`src/rtl/ram_access_seq.sv`:
```
// rtl/ram_access_seq.sv - register-array RAM behind a four-state latch/access/acknowledge request sequencer
module ram_access_seq #(
    parameter int ADDR_W = 4,
    parameter int DATA_W = 8
) (
    input  logic              clk,
    input  logic              reset,
    input  logic              req,
    input  logic              we,
    input  logic [ADDR_W-1:0] addr,
    input  logic [DATA_W-1:0] wdata,
    output logic              busy,
    output logic              ack,
    output logic [DATA_W-1:0] rdata
);
    localparam int DEPTH = 1 << ADDR_W;

    typedef enum logic [1:0] {
        IDLE   = 2'd0,
        LATCH  = 2'd1,
        ACCESS = 2'd2,
        DONE   = 2'd3
    } state_t;

    state_t            state;
    logic [ADDR_W-1:0] mar;
    logic [DATA_W-1:0] mdr;
    logic              we_l;
    logic [DATA_W-1:0] mem [DEPTH];

    // Request fields are frozen into MAR/MDR/we_l at capture; later input changes are ignored.
    always_ff @(posedge clk) begin
        if (reset) begin
            state <= IDLE;
            mar   <= '0;
            mdr   <= '0;
            we_l  <= 1'b0;
            rdata <= '0;
            for (int i = 0; i < DEPTH; i++) begin
                mem[i] <= '0;
            end
        end else begin
            case (state)
                IDLE: begin
                    if (req) begin
                        mar   <= addr;
                        mdr   <= wdata;
                        we_l  <= we;
                        state <= LATCH;
                    end
                end
                LATCH: state <= ACCESS;
                ACCESS: begin
                    if (we_l) begin
                        mem[mar] <= mdr;
                    end else begin
                        rdata <= mem[mar];
                    end
                    state <= DONE;
                end
                DONE: state <= IDLE;
                default: state <= IDLE;
            endcase
        end
    end

    assign busy = (state == LATCH) || (state == ACCESS);
    assign ack  = (state == DONE);
endmodule

```
`config.mk`:
```
export PLATFORM = sky130hd
export DESIGN_NAME = ram_access_seq
export DESIGN_NICKNAME = d
export VERILOG_FILES = /design/src/rtl/ram_access_seq.sv
export SDC_FILE = /design/constraint.sdc
export NUM_CORES = 1
export LEC_CHECK = 0
export CAP_MARGIN = 10
export CORE_MARGIN = 2
export CORE_UTILIZATION = 60
export DETAILED_ROUTE_END_ITERATION = 10
export PLACE_DENSITY = 0.79
export SYNTH_ARGS = -nofsm -noshare
export SYNTH_HDL_FRONTEND = slang
export SYNTH_SLANG_ARGS = --single-unit
```
`constraint.sdc`:
```
create_clock -name clk -period 2.1 [get_ports clk]
set_input_delay 0.42 -clock clk [delete_from_list [all_inputs] [get_ports clk]]
set_output_delay 0.42 -clock clk [all_outputs]
set_load 0.02 [all_outputs]
```
Word-level counts from Yosys, hierarchy flattened. Memories as Yosys holds them, arrays and structs flattened. A register that Yosys moved wholly into a read port is not among the register bits. Index checks and enable logic that the tools add are counted.

Eq/ne operators: 4. Multiplexer cells: 11. Bitwise logic cells: 1. Reduce and logical (&&, ||, !) cells: 5.

Operator list (number): $mux W8 (1); $pmux W2 S4 (1); $reduce_or A8 Y1 (1); $mux W1 (7); $eq A2 B2 Y1 const B (2); $mux W4 (1); $reduce_and A2 Y1 (2); $eq A2 B1 Y1 const B (1); $logic_not A2 Y1 (1); $mux W2 (1); $ne A2 B2 Y1 const B (1); $logic_or A1 B1 Y1 (1); $not A1 Y1 (1).

Flip-flop bits (word level): 15. Bits in writable memories: 128. Bits of input ports: 16. Output and inout port bits: 10. Word-level logic and storage cells: 26. Memories: 1.

Memory list: mem (depth 16, bits a word 8, read ports 1, clocked after Yosys merged registers in 1, wr ports 16, line 29) `logic [DATA_W-1:0] mem [DEPTH];`.

Longest topological paths before layout. Gate-level depths: netlist of run 1.

Word-level depth: 6. Mapped depth: 7. Depth with buffers taken out: 6.

Worst setup path before layout of run 1. No wires, ideal clock.

Path kind: register -> register. From: reg state[0]. To: mem mem[1][0], enable pin. Library setup time: 0.309 ns. Arrival: 1.417 ns. Required time: 1.791 ns. Slack: 0.374 ns. Cell stages (with the launch flop): 7. Path buffers: 0. Clock period less this slack: 1.726 ns. Cells stage by stage: dfxtp_1 -> inv_1 -> ha_1 -> nor3b_4 -> nand3_4 -> nor3_4 -> or2_2.

RTL lines: start, declared (line 25) `state_t state;`; start signal, assigned (line 34) `state <= IDLE;`; start signal, assigned (line 49) `state <= LATCH;`; start signal, assigned (line 52) `LATCH: state <= ACCESS;`; end, declared (line 29).

Worst setup path after layout of run 1.
From: reg state[1]. To: out ack.

Longest elaborated chain between the ends: 1.

Ends and longest elaborated chain: $eq A2 B2 Y1 (line 68) `assign ack = (state == DONE);`; end, declared (line 13) `output logic ack,`.

No other way between the ends.

==> impl_metrics.env, run 1 <==
export IMPL_cts_hold_buffers_added=0
export IMPL_post_route_min_period_ns=1.965
export IMPL_cts_tree="built"
export IMPL_slew_headroom=0.4779
export IMPL_synthSimpleGateAreaFrac=0.2070
export IMPL_dr_total_vias=4236
export IMPL_critPathLaunchType="flop"
export IMPL_port_buffers=25
export IMPL_grt_pass1_vias=4245
export IMPL_start_util=0.6086
export IMPL_synth_xor_xnor_area_share=0
export IMPL_pre_cts_ws_ns=-0.05690
export IMPL_vias_per_cell=5.958
export IMPL_ys_seq_elements=151
export IMPL_clock_path_buffers=2
export IMPL_cp_max_fo=4
export IMPL_num_fill_cells=754
export IMPL_clock_latency_ns=0.41
export IMPL_multiInputGateArea_sq_um=2436
export IMPL_drc=0
export IMPL_path_clk_slew_ns=0.06
export IMPL_netlist_top_cells_count="130 x and2_1, 128 x edfxtp_1, 39 x nand2_1"
export IMPL_maxCapViolations=0
export IMPL_crit_required_ns=1.68
export IMPL_synth_cell_types=38
export IMPL_rows=39
export IMPL_die_width_microns=111.2
export IMPL_track_usage=0.2626
export IMPL_layout_drive_gt1_share=0.1901
export IMPL_overflow=0
export IMPL_skew_ns=0.007379
export IMPL_critical_path_arrival_ns=1.54
export IMPL_wl_per_cell_microns=21.53
export IMPL_synth_top_flop_cell="edfxtp_1"
export IMPL_vdd_drop_max_mv=0.8405
export IMPL_cp_end_kind="output pin"
export IMPL_period_share=0.9356
export IMPL_synth_compound_area_frac=0.03777
export IMPL_die_h_microns=111.2
export IMPL_postCtsSetupBuffers=0
export IMPL_wl_microns=15310
export IMPL_crit_type="reg2out"
export IMPL_grt_max_degree=39
export IMPL_fmax_mhz=509.0
export IMPL_yosys_cell_count_top_type="and2_1"
export IMPL_setup_viol=0
export IMPL_synth_avg_cell_area_sq_um=13.46
export IMPL_n_antenna_cell=0
export IMPL_synthArstFlopShare=0
export IMPL_cts_sinks=151
export IMPL_dieArea_sq_um=12360
export IMPL_ys_seq_area_frac=0.6247
export IMPL_synth_top_family_by_area="simple AND/OR/NAND/NOR gates"
export IMPL_synthTopCellsByArea="edfxtp_1 56%, and2_1 12%, dfxtp_1 6.7%, mux4_2 6.2%, mux2i_1 2.8%"
export IMPL_powerDensity_nw_per_um2=1012
export IMPL_yosys_area_top_type="edfxtp_1"
export IMPL_slew_violations=0
export IMPL_regArea_sq_um=4307
export IMPL_status="finished clean"
export IMPL_muxShareOfSynthArea=0.1033
export IMPL_hold_path_class="reg2reg"
export IMPL_synth_warnings=0
export IMPL_synth_edf_count=128
export IMPL_num_io_pins=26
export IMPL_first_pass_iters=5
export IMPL_grt_pass1_wl_microns=23930
export IMPL_synthesis_nets=531
export IMPL_cts_htree_levels=4
export IMPL_cts_root_buffer="clkbuf_16"
export IMPL_hold_violations=0
export IMPL_syn_cell_area_sq_um=6890
export IMPL_hpwlAfterDp_microns=9940
export IMPL_final_cell_area_sq_um=7978
export IMPL_fin_nets=574
export IMPL_setup_ws_ns=0.1353
export IMPL_ant_nets=0
export IMPL_place_congestion=0.8494
export IMPL_syn_to_final_growth_pct=15.78
export IMPL_worst_pin_slew_ns=0.7821
export IMPL_utilization=0.7047
export IMPL_place_area_sq_um=7407
export IMPL_rsz0062_at_grt="false"
export IMPL_synthCells=512
export IMPL_synth_top_area_frac=0.5578
export IMPL_cts_buffers=17
export IMPL_core_sq_um=11320
export IMPL_leakage_nw=2.879
export IMPL_drt_initial_drc_count=421
export IMPL_synthAdderAreaFrac=0.005448
export IMPL_antenna_found_initial=0
export IMPL_holdWs_ns=0.4723
## state kept, by name, summed over array words and instances, names as in the netlist
| register | cells |
|---|---|
| mdr | 8 |
| we_l | 1 |
| rdata | 8 |
| mar | 4 |
| state | 2 |
| mem | 128 |
## stage by stage
stage                     power, mW  setup TNS [ns]  instances
after floorplan               4.617               0        512
after global placement        5.105         -0.2950        679
after detailed placement      5.153          -1.831        679
after CTS                     8.075               0        711
after global routing          8.358               0        711
final                         8.076               0        711
## logic make-up (layout without fill, tap and decap cells)
kind of cell               count (synthesis)  after routing
and+or+nand+nor                          241            241
muxes                                     45             45
buffers and inverters                     30             86
AOI/OAI and AO/OA                         42             42
DFF                                      151            151
adders and majority gates                  3              3
## metal layers
| layer | share of wire | routed length [microns] | track usage | up-vias |
|---|---|---|---|---|
| met4 | 0.032 | 490 | 0.1210 | 0 |
| met1 | 0.40 | 6092 | 0.3495 | 2030 |
| met2 | 0.49 | 7478 | 0.4228 | 241 |
| met5 | 0 | 0 | 0 | - |
| met3 | 0.082 | 1248 | 0.05030 | 34 |
| li1 | - | - | - | 1931 |
## critical path, stage by stage, from the launching register on
cell	delay (ns)
dfxtp_1	0.37
ha_1	0.16
clkdlybuf4s50_1	0.60
## timing repair
item                       in CTS  in global routing
hold endpoints to repair        0                  0
gates resized for setup         1                  0
setup endpoints to repair       1                  0
## report_power, final
group,switching [mW],internal [mW],total (mW)
logic,0.786,0.595,1.38
clock network,1.11,1.85,2.96
registers,0.292,3.45,3.74
total,2.19,5.89,8.08
## cells in the final DEF, fill, tap and decap left out, types with 18 or more instances in the layout
cell and n:
nand2_1 39, buf_4 25, mux4_2 19, nor2_1 18, mux2i_1 19, and2_1 130, dfxtp_1 21, clkdlybuf4s50_1 24
edfxtp_1 128, a21oi_1 19
## worst paths after layout
path               endpoint      from  cells after the start  slack [ns]
setup reg to reg  mem[3][7]  state[0]                      6        0.15
hold reg to reg    rdata[6]  rdata[6]                      2        0.47
setup / recovery        ack  state[1]                      2        0.14
hold / removal     rdata[6]  rdata[6]                      2        0.47
## area by class of cell
cell class / count / share of cell area
sequential: 151 / 0.5398
clock buffer: 21 / 0.05521
timing repair buffer: 52 / 0.05976
multi-input combinational: 331 / 0.3054
tap: 143 / 0.02243
clock inverter: 11 / 0.01647
inverter: 2 / 0.0009410
No activity file was read; power rests on OpenSTA's default activity.
==> run 2: changes to the inputs <==
--- a/config.mk
+++ b/config.mk
@@ -9,6 +9,7 @@
 export CORE_MARGIN = 2
 export CORE_UTILIZATION = 60
 export DETAILED_ROUTE_END_ITERATION = 10
+export HOLD_SLACK_MARGIN = 0.1
 export PLACE_DENSITY = 0.79
 export SYNTH_ARGS = -nofsm -noshare
 export SYNTH_HDL_FRONTEND = slang
==> results of run 2 <==
No change in the layout: final DEF, timing and power equal those of run 1.
==> run 3: changes to the inputs <==
--- a/config.mk
+++ b/config.mk
@@ -5,10 +5,11 @@
 export SDC_FILE = /design/constraint.sdc
 export NUM_CORES = 1
 export LEC_CHECK = 0
-export CAP_MARGIN = 10
+export CAP_MARGIN = 20
 export CORE_MARGIN = 2
 export CORE_UTILIZATION = 60
 export DETAILED_ROUTE_END_ITERATION = 10
+export GPL_TIMING_DRIVEN = 1
 export HOLD_SLACK_MARGIN = 0.1
 export PLACE_DENSITY = 0.79
 export SYNTH_ARGS = -nofsm -noshare
==> results of run 3 <==
No change in the layout: final DEF, timing and power equal those of run 1.
